### config.mk
export PLATFORM = sky130hd
export DESIGN_NAME = channel_mod_scheduler
export DESIGN_NICKNAME = d
export VERILOG_FILES = /design/src/rtl/channel_mod_scheduler.sv
export SDC_FILE = /design/constraint.sdc
export NUM_CORES = 1
export LEC_CHECK = 0
export ABC_AREA = 0
export CAP_MARGIN = 25
export CORE_ASPECT_RATIO = 0.8
export CORE_MARGIN = 2
export CORE_UTILIZATION = 47
export CTS_CLUSTER_SIZE = 10
export DETAILED_ROUTE_END_ITERATION = 12
export DONT_BUFFER_PORTS = 1
export GPL_TIMING_DRIVEN = 0
export SLEW_MARGIN = 20
export SYNTH_ARGS = -nofsm -noshare
export SYNTH_HDL_FRONTEND = slang
export SYNTH_SLANG_ARGS = --single-unit
### constraint.sdc
create_clock -name i_clock -period 1.6 [get_ports i_clock]
set_input_delay 0.24 -clock i_clock [delete_from_list [all_inputs] [get_ports i_clock]]
set_output_delay 0.24 -clock i_clock [all_outputs]
set_load 0.005 [all_outputs]
### src/rtl/channel_mod_scheduler.sv
// Round-robin burst scheduler sharing one channel_modulator between NUM_CH sources.
// Each grant lasts up to BURST_LEN samples and is followed by GAP_CYCLES guard cycles.
module channel_mod_scheduler #(
    parameter int WIDTH      = 16,
    parameter int NUM_CH     = 4,
    parameter int BURST_LEN  = 64,
    parameter int GAP_CYCLES = 8
) (
    input  logic                      i_clock,
    input  logic                      i_reset,
    input  logic [NUM_CH*WIDTH-1:0]   i_in_data,
    input  logic [NUM_CH-1:0]         i_in_valid,
    output logic [NUM_CH-1:0]         o_in_ready,
    output logic [WIDTH-1:0]          o_out_data,
    output logic                      o_out_valid,
    output logic [$clog2(NUM_CH)-1:0] o_out_chan,
    output logic                      o_busy,
    output logic                      o_underrun
);
    localparam int          CW  = $clog2(NUM_CH);
    localparam int          BW  = $clog2(BURST_LEN + 1);
    localparam int          GW  = (GAP_CYCLES > 0) ? $clog2(GAP_CYCLES + 1) : 1;
    localparam int unsigned NCH = NUM_CH;

    localparam logic [1:0] ST_ARB   = 2'd0;
    localparam logic [1:0] ST_BURST = 2'd1;
    localparam logic [1:0] ST_GAP   = 2'd2;
    localparam logic [1:0] ST_AFTER = (GAP_CYCLES > 0) ? ST_GAP : ST_ARB;

    localparam logic [BW-1:0] BURST_LAST = BW'(BURST_LEN - 1);
    localparam logic [GW-1:0] GAP_LAST   = (GAP_CYCLES > 0) ? GW'(GAP_CYCLES - 1) : '0;

    logic [1:0]       state_q, state_d;
    logic [CW-1:0]    grant_q, grant_d;
    logic [CW-1:0]    last_grant_q, last_grant_d;
    logic [BW-1:0]    burst_cnt_q, burst_cnt_d;
    logic [GW-1:0]    gap_cnt_q, gap_cnt_d;
    logic [WIDTH-1:0] out_data_q, out_data_d;
    logic [CW-1:0]    out_chan_q, out_chan_d;
    logic             out_valid_q, out_valid_d;
    logic             underrun_q, underrun_d;

    logic [2*NUM_CH-1:0] valid_dbl;
    logic [2*NUM_CH-1:0] valid_rot;
    logic [CW:0]         rot_amt;
    logic [WIDTH-1:0]    sel_data;
    logic                grant_valid;
    logic                found;

    // Rotating a doubled copy puts the source after last_grant at bit 0.
    assign valid_dbl = {i_in_valid, i_in_valid};
    assign rot_amt   = {1'b0, last_grant_q} + 1'b1;
    assign valid_rot = valid_dbl >> rot_amt;

    always_comb begin
        sel_data    = '0;
        grant_valid = 1'b0;
        o_in_ready  = '0;
        for (int unsigned k = 0; k < NCH; k++) begin
            if (grant_q == CW'(k)) begin
                sel_data    = i_in_data[k*WIDTH +: WIDTH];
                grant_valid = i_in_valid[k];
                o_in_ready[k] = (state_q == ST_BURST);
            end
        end
    end

    always_comb begin
        state_d      = state_q;
        grant_d      = grant_q;
        last_grant_d = last_grant_q;
        burst_cnt_d  = burst_cnt_q;
        gap_cnt_d    = gap_cnt_q;
        out_data_d   = out_data_q;
        out_chan_d   = out_chan_q;
        out_valid_d  = 1'b0;
        underrun_d   = 1'b0;
        found        = 1'b0;
        case (state_q)
            ST_ARB: begin
                for (int unsigned i = 0; i < NCH; i++) begin
                    if (!found && valid_rot[i]) begin
                        found   = 1'b1;
                        grant_d = CW'((32'(last_grant_q) + 32'd1 + i) % NCH);
                    end
                end
                if (found) begin
                    state_d     = ST_BURST;
                    burst_cnt_d = '0;
                end
            end
            ST_BURST: begin
                if (grant_valid) begin
                    out_data_d  = sel_data;
                    out_chan_d  = grant_q;
                    out_valid_d = 1'b1;
                    if (burst_cnt_q == BURST_LAST) begin
                        last_grant_d = grant_q;
                        burst_cnt_d  = '0;
                        gap_cnt_d    = '0;
                        state_d      = ST_AFTER;
                    end else begin
                        burst_cnt_d = burst_cnt_q + 1'b1;
                    end
                end else begin
                    underrun_d   = 1'b1;
                    last_grant_d = grant_q;
                    burst_cnt_d  = '0;
                    gap_cnt_d    = '0;
                    state_d      = ST_AFTER;
                end
            end
            ST_GAP: begin
                if (gap_cnt_q == GAP_LAST) begin
                    gap_cnt_d = '0;
                    state_d   = ST_ARB;
                end else begin
                    gap_cnt_d = gap_cnt_q + 1'b1;
                end
            end
            default: state_d = ST_ARB;
        endcase
    end

    always_ff @(posedge i_clock) begin
        if (i_reset) begin
            state_q      <= ST_ARB;
            grant_q      <= '0;
            last_grant_q <= CW'(NUM_CH - 1);
            burst_cnt_q  <= '0;
            gap_cnt_q    <= '0;
            out_data_q   <= '0;
            out_chan_q   <= '0;
            out_valid_q  <= 1'b0;
            underrun_q   <= 1'b0;
        end else begin
            state_q      <= state_d;
            grant_q      <= grant_d;
            last_grant_q <= last_grant_d;
            burst_cnt_q  <= burst_cnt_d;
            gap_cnt_q    <= gap_cnt_d;
            out_data_q   <= out_data_d;
            out_chan_q   <= out_chan_d;
            out_valid_q  <= out_valid_d;
            underrun_q   <= underrun_d;
        end
    end

    assign o_out_data  = out_data_q;
    assign o_out_chan  = out_chan_q;
    assign o_out_valid = out_valid_q;
    assign o_underrun  = underrun_q;
    assign o_busy      = (state_q != ST_ARB);

endmodule

==> implementation parameters <==
Parameter                              Value

Synthesis
  Post-synthesis cell type with the largest combined area ... sky130_fd_sc_hd__dfxtp_1
  Top cells by area, synth ... sky130_fd_sc_hd__dfxtp_1, sky130_fd_sc_hd__mux4_2, sky130_fd_sc_hd__nand2_1
  Post-synth ARST share ... 0
  Top-area cell type share of the netlist area ... 0.354
  Most instantiated cells after synthesis ... sky130_fd_sc_hd__nand2_1, sky130_fd_sc_hd__dfxtp_1, sky130_fd_sc_hd__a21oi_1, sky130_fd_sc_hd__nor2_1, sky130_fd_sc_hd__mux4_2
  Instance count of the mapped netlist ... 231
  Top-count cell post-synth ... sky130_fd_sc_hd__nand2_1
  Netlist cell types ... 39
  Synthesized area per cell ... about 9 sq um
  Syn Std Cell Area ... approximately 2100 sq um
  Yosys synthesis warning count ... 0
  Number of enable-type register cells in the synthesized netlist ... 0
  Number of storage elements in the synthesis netlist ... 37
  Part of the Yosys area used for sequential elements ... 0.354
  Net count after synthesis ... about 300
  Commonest register cell after synthesis ... sky130_fd_sc_hd__dfxtp_1

Pwr
  Proportion of power drawn by flip-flops and latches ... 0.305
  Design Power ... between 0.004 and 0.005 W
  Sw frac ... 0.368
  Power share of the combinational group ... 0.503
  Proportion of power drawn by the clock network ... 0.191
  Reported leakage power ... about 0.94 nW
  Power spent charging and discharging nets ... between 0.0015 and 0.002 W
  Internal power summed over all cells ... 0.00273 W
  Power Density ... ~1600 nW/um^2
  Largest voltage drop on the vdd net ... between 800 and 900 uV

Placed design
  DP HPWL ... 3750 um
  GPL Wtd Cong ... ~0.86
  Cell Area, Placed ... 2210 sq um
  Worst slack at placement ... -0.248 ns
  Number of placed instances, taps included ... roughly 290
  Port-buffer cells ... 0

Routing
  DR pass1 iterations ... 4
  Via/cell ratio ... roughly 5.7
  Routed WL ... around 5100 um
  Wire length per cell ... approximately 16 um
  Starting DRC count in detailed routing ... 86
  Total vias in the final route ... 1786
  Post-route DRC violation count ... 0
  Antenna viol nets, final ... 0

Worst setup path
  Capture point of the worst reg-to-reg path ... gap_cnt_q[3]$_SDFFE_PP0P_
  Type of origin of the critical path ... flip-flop
  Source of the worst register-to-register timing path ... grant_q[1]$_SDFFE_PP0P_
  Start-to-end type of the worst setup path ... flip-flop to flip-flop
  Required @ worst endpoint ... about 1.8 ns
  CP max FO ... 7
  Endpoint arrival time on the critical path ... 1.89 ns
  Depth of the most critical reg-to-reg path ... 6
  CP endpoint kind ... flip-flop
  R2R setup slack ... -0.06 ns

Timing
  Share of the clock period used by the worst path ... 1.04
  Final count of pins violating max slew ... 0
  Finish-stage setup viols ... 10
  Highest clock rate ... 601 MHz
  Clock Skews ... about 0.012 ns
  Final Hold Vio Count ... 0
  Crit path setup slack, layout ... -0.0642 ns
  Unrepaired setup endpoints after global routing ... yes
  Relative max-transition margin ... 0.593
  Tightest Pin Transition ... 0.605 ns
  Tmin final ... approximately 1.7 ns

Global route
  Via count of the first global-routing pass ... 1625
  Antenna violations before repair ... 0
  Leftover overflow at the end of global routing ... 0
  Wire length of the first global-routing pass ... ~8000 um
  Global router's overall resource usage ... 0.207
  Pin count of the biggest net entering global routing ... 13

Worst hold path
  Worst hold endpoint ... grant_q[1]$_SDFFE_PP0P_
  Start point of the worst hold path ... i_in_valid[0]
  Number of cells on the worst hold path ... 3
  Class of the tightest hold or removal check ... input pin to flip-flop

Finish
  Final net count ... around 330
  Post-route cell area ... between 2000 and 3000 sq um
  Layout overhead on the synthesized area ... 25.2%
  Share of cells above drive strength 1 ... 0.323
  Number of standard cells in the final layout excluding fillers ... roughly 310
  N_diodes ... 0

Clock tree
  Root cell of the clock tree ... sky130_fd_sc_hd__clkbuf_8
  TritonCTS Buffers ... 5
  Clock slew seen by the registers of the worst setup and hold paths ... 0.08 ns
  Insertion delay of the later-clocked pin in the worst-skew pair ... approximately 0.30 ns
  TritonCTS clock tree ... yes
  TritonCTS sink count ... 37
  Maximum level of the CTS H-tree ... 2
  Maximum clock insertion buffer count ... 2

Floorplanning
  Core region area ... 4230 sq um
  Initial core utilization ... 0.494
  Overall die width ... around 80 um
  Ports ... 95
  Die outline height ... about 64 um
  Die area ... 5000 sq um
  Number of core rows ... 21

Status
  Violated checks ... negative setup slack
  Status ... finished with violations

Flow run
  Maximum Capacitance Violations ... 0
-- power by group through the flow --
stage               Sequential [W]  Clock (W)  Combinational [W]
finish                     0.00132   0.000826            0.00217
global route               0.00135   0.000882            0.00237
CTS                        0.00130   0.000835            0.00179
detailed placement         0.00131          0            0.00166
global placement           0.00131          0            0.00165
floorplan                  0.00126          0            0.00139
-- placed cells by master (no fill, tap or decap), types with 4 or more instances in the layout --
cell type and count:
sky130_fd_sc_hd__a21oi_1 27, sky130_fd_sc_hd__buf_4 14, sky130_fd_sc_hd__buf_6 5, sky130_fd_sc_hd__clkbuf_1 4, sky130_fd_sc_hd__clkbuf_8 5, sky130_fd_sc_hd__dfxtp_1 32
sky130_fd_sc_hd__dfxtp_2 4, sky130_fd_sc_hd__ha_1 4, sky130_fd_sc_hd__inv_1 4, sky130_fd_sc_hd__mux4_2 16, sky130_fd_sc_hd__nand2_1 44, sky130_fd_sc_hd__nand3_1 4
sky130_fd_sc_hd__nor2_1 17, sky130_fd_sc_hd__nor2b_1 5, sky130_fd_sc_hd__o221ai_1 4
-- routing by layer --
| layer | routed length [um] | global-route usage | vias to the layer above | share of wire |
|---|---|---|---|---|
| li1 | - | - | 871 | - |
| met1 | 2160 | 0.276 | 829 | 0.42 |
| met2 | 2390 | 0.309 | 82 | 0.47 |
| met3 | 515 | 0.0716 | 4 | 0.10 |
| met4 | 42 | 0.0811 | 0 | 0.0082 |
| met5 | 0 | 0 | - | 0 |
-- how the worst max path moves through the flow --
stage | start | to | slack, ns | cells past startpoint
after floorplan | grant_q[1]$_SDFFE_PP0P_ | gap_cnt_q[3]$_SDFFE_PP0P_ | 0.009 | 6
after global placement | state_q[0]$_SDFFE_PP0P_ | burst_cnt_q[4]$_SDFFE_PP0P_ | -0.25 | 6
after detailed placement | state_q[0]$_SDFFE_PP0P_ | burst_cnt_q[5]$_SDFFE_PP0P_ | -0.25 | 6
after CTS | grant_q[1]$_SDFFE_PP0P_ | gap_cnt_q[3]$_SDFFE_PP0P_ | -0.09 | 6
after global routing | grant_q[1]$_SDFFE_PP0P_ | gap_cnt_q[3]$_SDFFE_PP0P_ | -0.13 | 6
final | grant_q[1]$_SDFFE_PP0P_ | gap_cnt_q[3]$_SDFFE_PP0P_ | -0.06 | 6
-- stage by stage --
stage	utilization	hold WS, ns	setup TNS [ns]
finish	0.619	0.222	-0.362
global route	0.619	0.250	-2.19
CTS	0.565	0.223	-0.836
detailed placement	0.523	0.467	-4.09
global placement	0.523	0.465	-3.87
floorplan	-	0.448	0
-- timing repair --
| item | 4_1_cts | 5_1_grt |
|---|---|---|
| resized for setup | 14 | 33 |
| hold buffers | 0 | 0 |
| setup buffers | 5 | 10 |
| pin swaps | 12 | 8 |
| setup endpoints to repair | 31 | 35 |
| cloned | 0 | 1 |
-- state kept, by name, indices dropped and copies added (netlist names) --
register,flops
gap_cnt_q,4
o_out_data,16
o_out_valid,1
burst_cnt_q,7
state_q,2
last_grant_q,2
o_underrun,1
grant_q,2
o_out_chan,2
-- worst max-delay path: stages (launching register included) --
cell and delay (ns):
sky130_fd_sc_hd__dfxtp_2 0.33, sky130_fd_sc_hd__buf_6 0.12, sky130_fd_sc_hd__mux2_4 0.32, sky130_fd_sc_hd__a2bb2oi_4 0.19, sky130_fd_sc_hd__o21ai_4 0.09, sky130_fd_sc_hd__or4_4 0.42
sky130_fd_sc_hd__a21oi_2 0.12
-- cell families after synthesis --
family / count (synthesis) / synth area share
buffers and inverters: 17 / 0.0371
AOI/OAI and AO/OA: 48 / 0.139
and+or+nand+nor: 96 / 0.206
DFF: 37 / 0.354
xor gates and xnor gates: 4 / 0.0168
muxes: 23 / 0.211
adders and majority gates: 6 / 0.0359
-- final cells by class --
class / count / area (sq um)
Inverter: 5 / 18.8
Sequential cell: 37 / 749
Fill cell: 358 / 1610
Timing Repair Buffer: 16 / 145
Tap cell: 57 / 71.3
Clock buffer: 6 / 72.6
Multi-Input combinational cell: 177 / 1430
Buffer: 11 / 91.3
Clock inverter: 2 / 38.8
No activity file was read; power rests on OpenSTA's default activity.
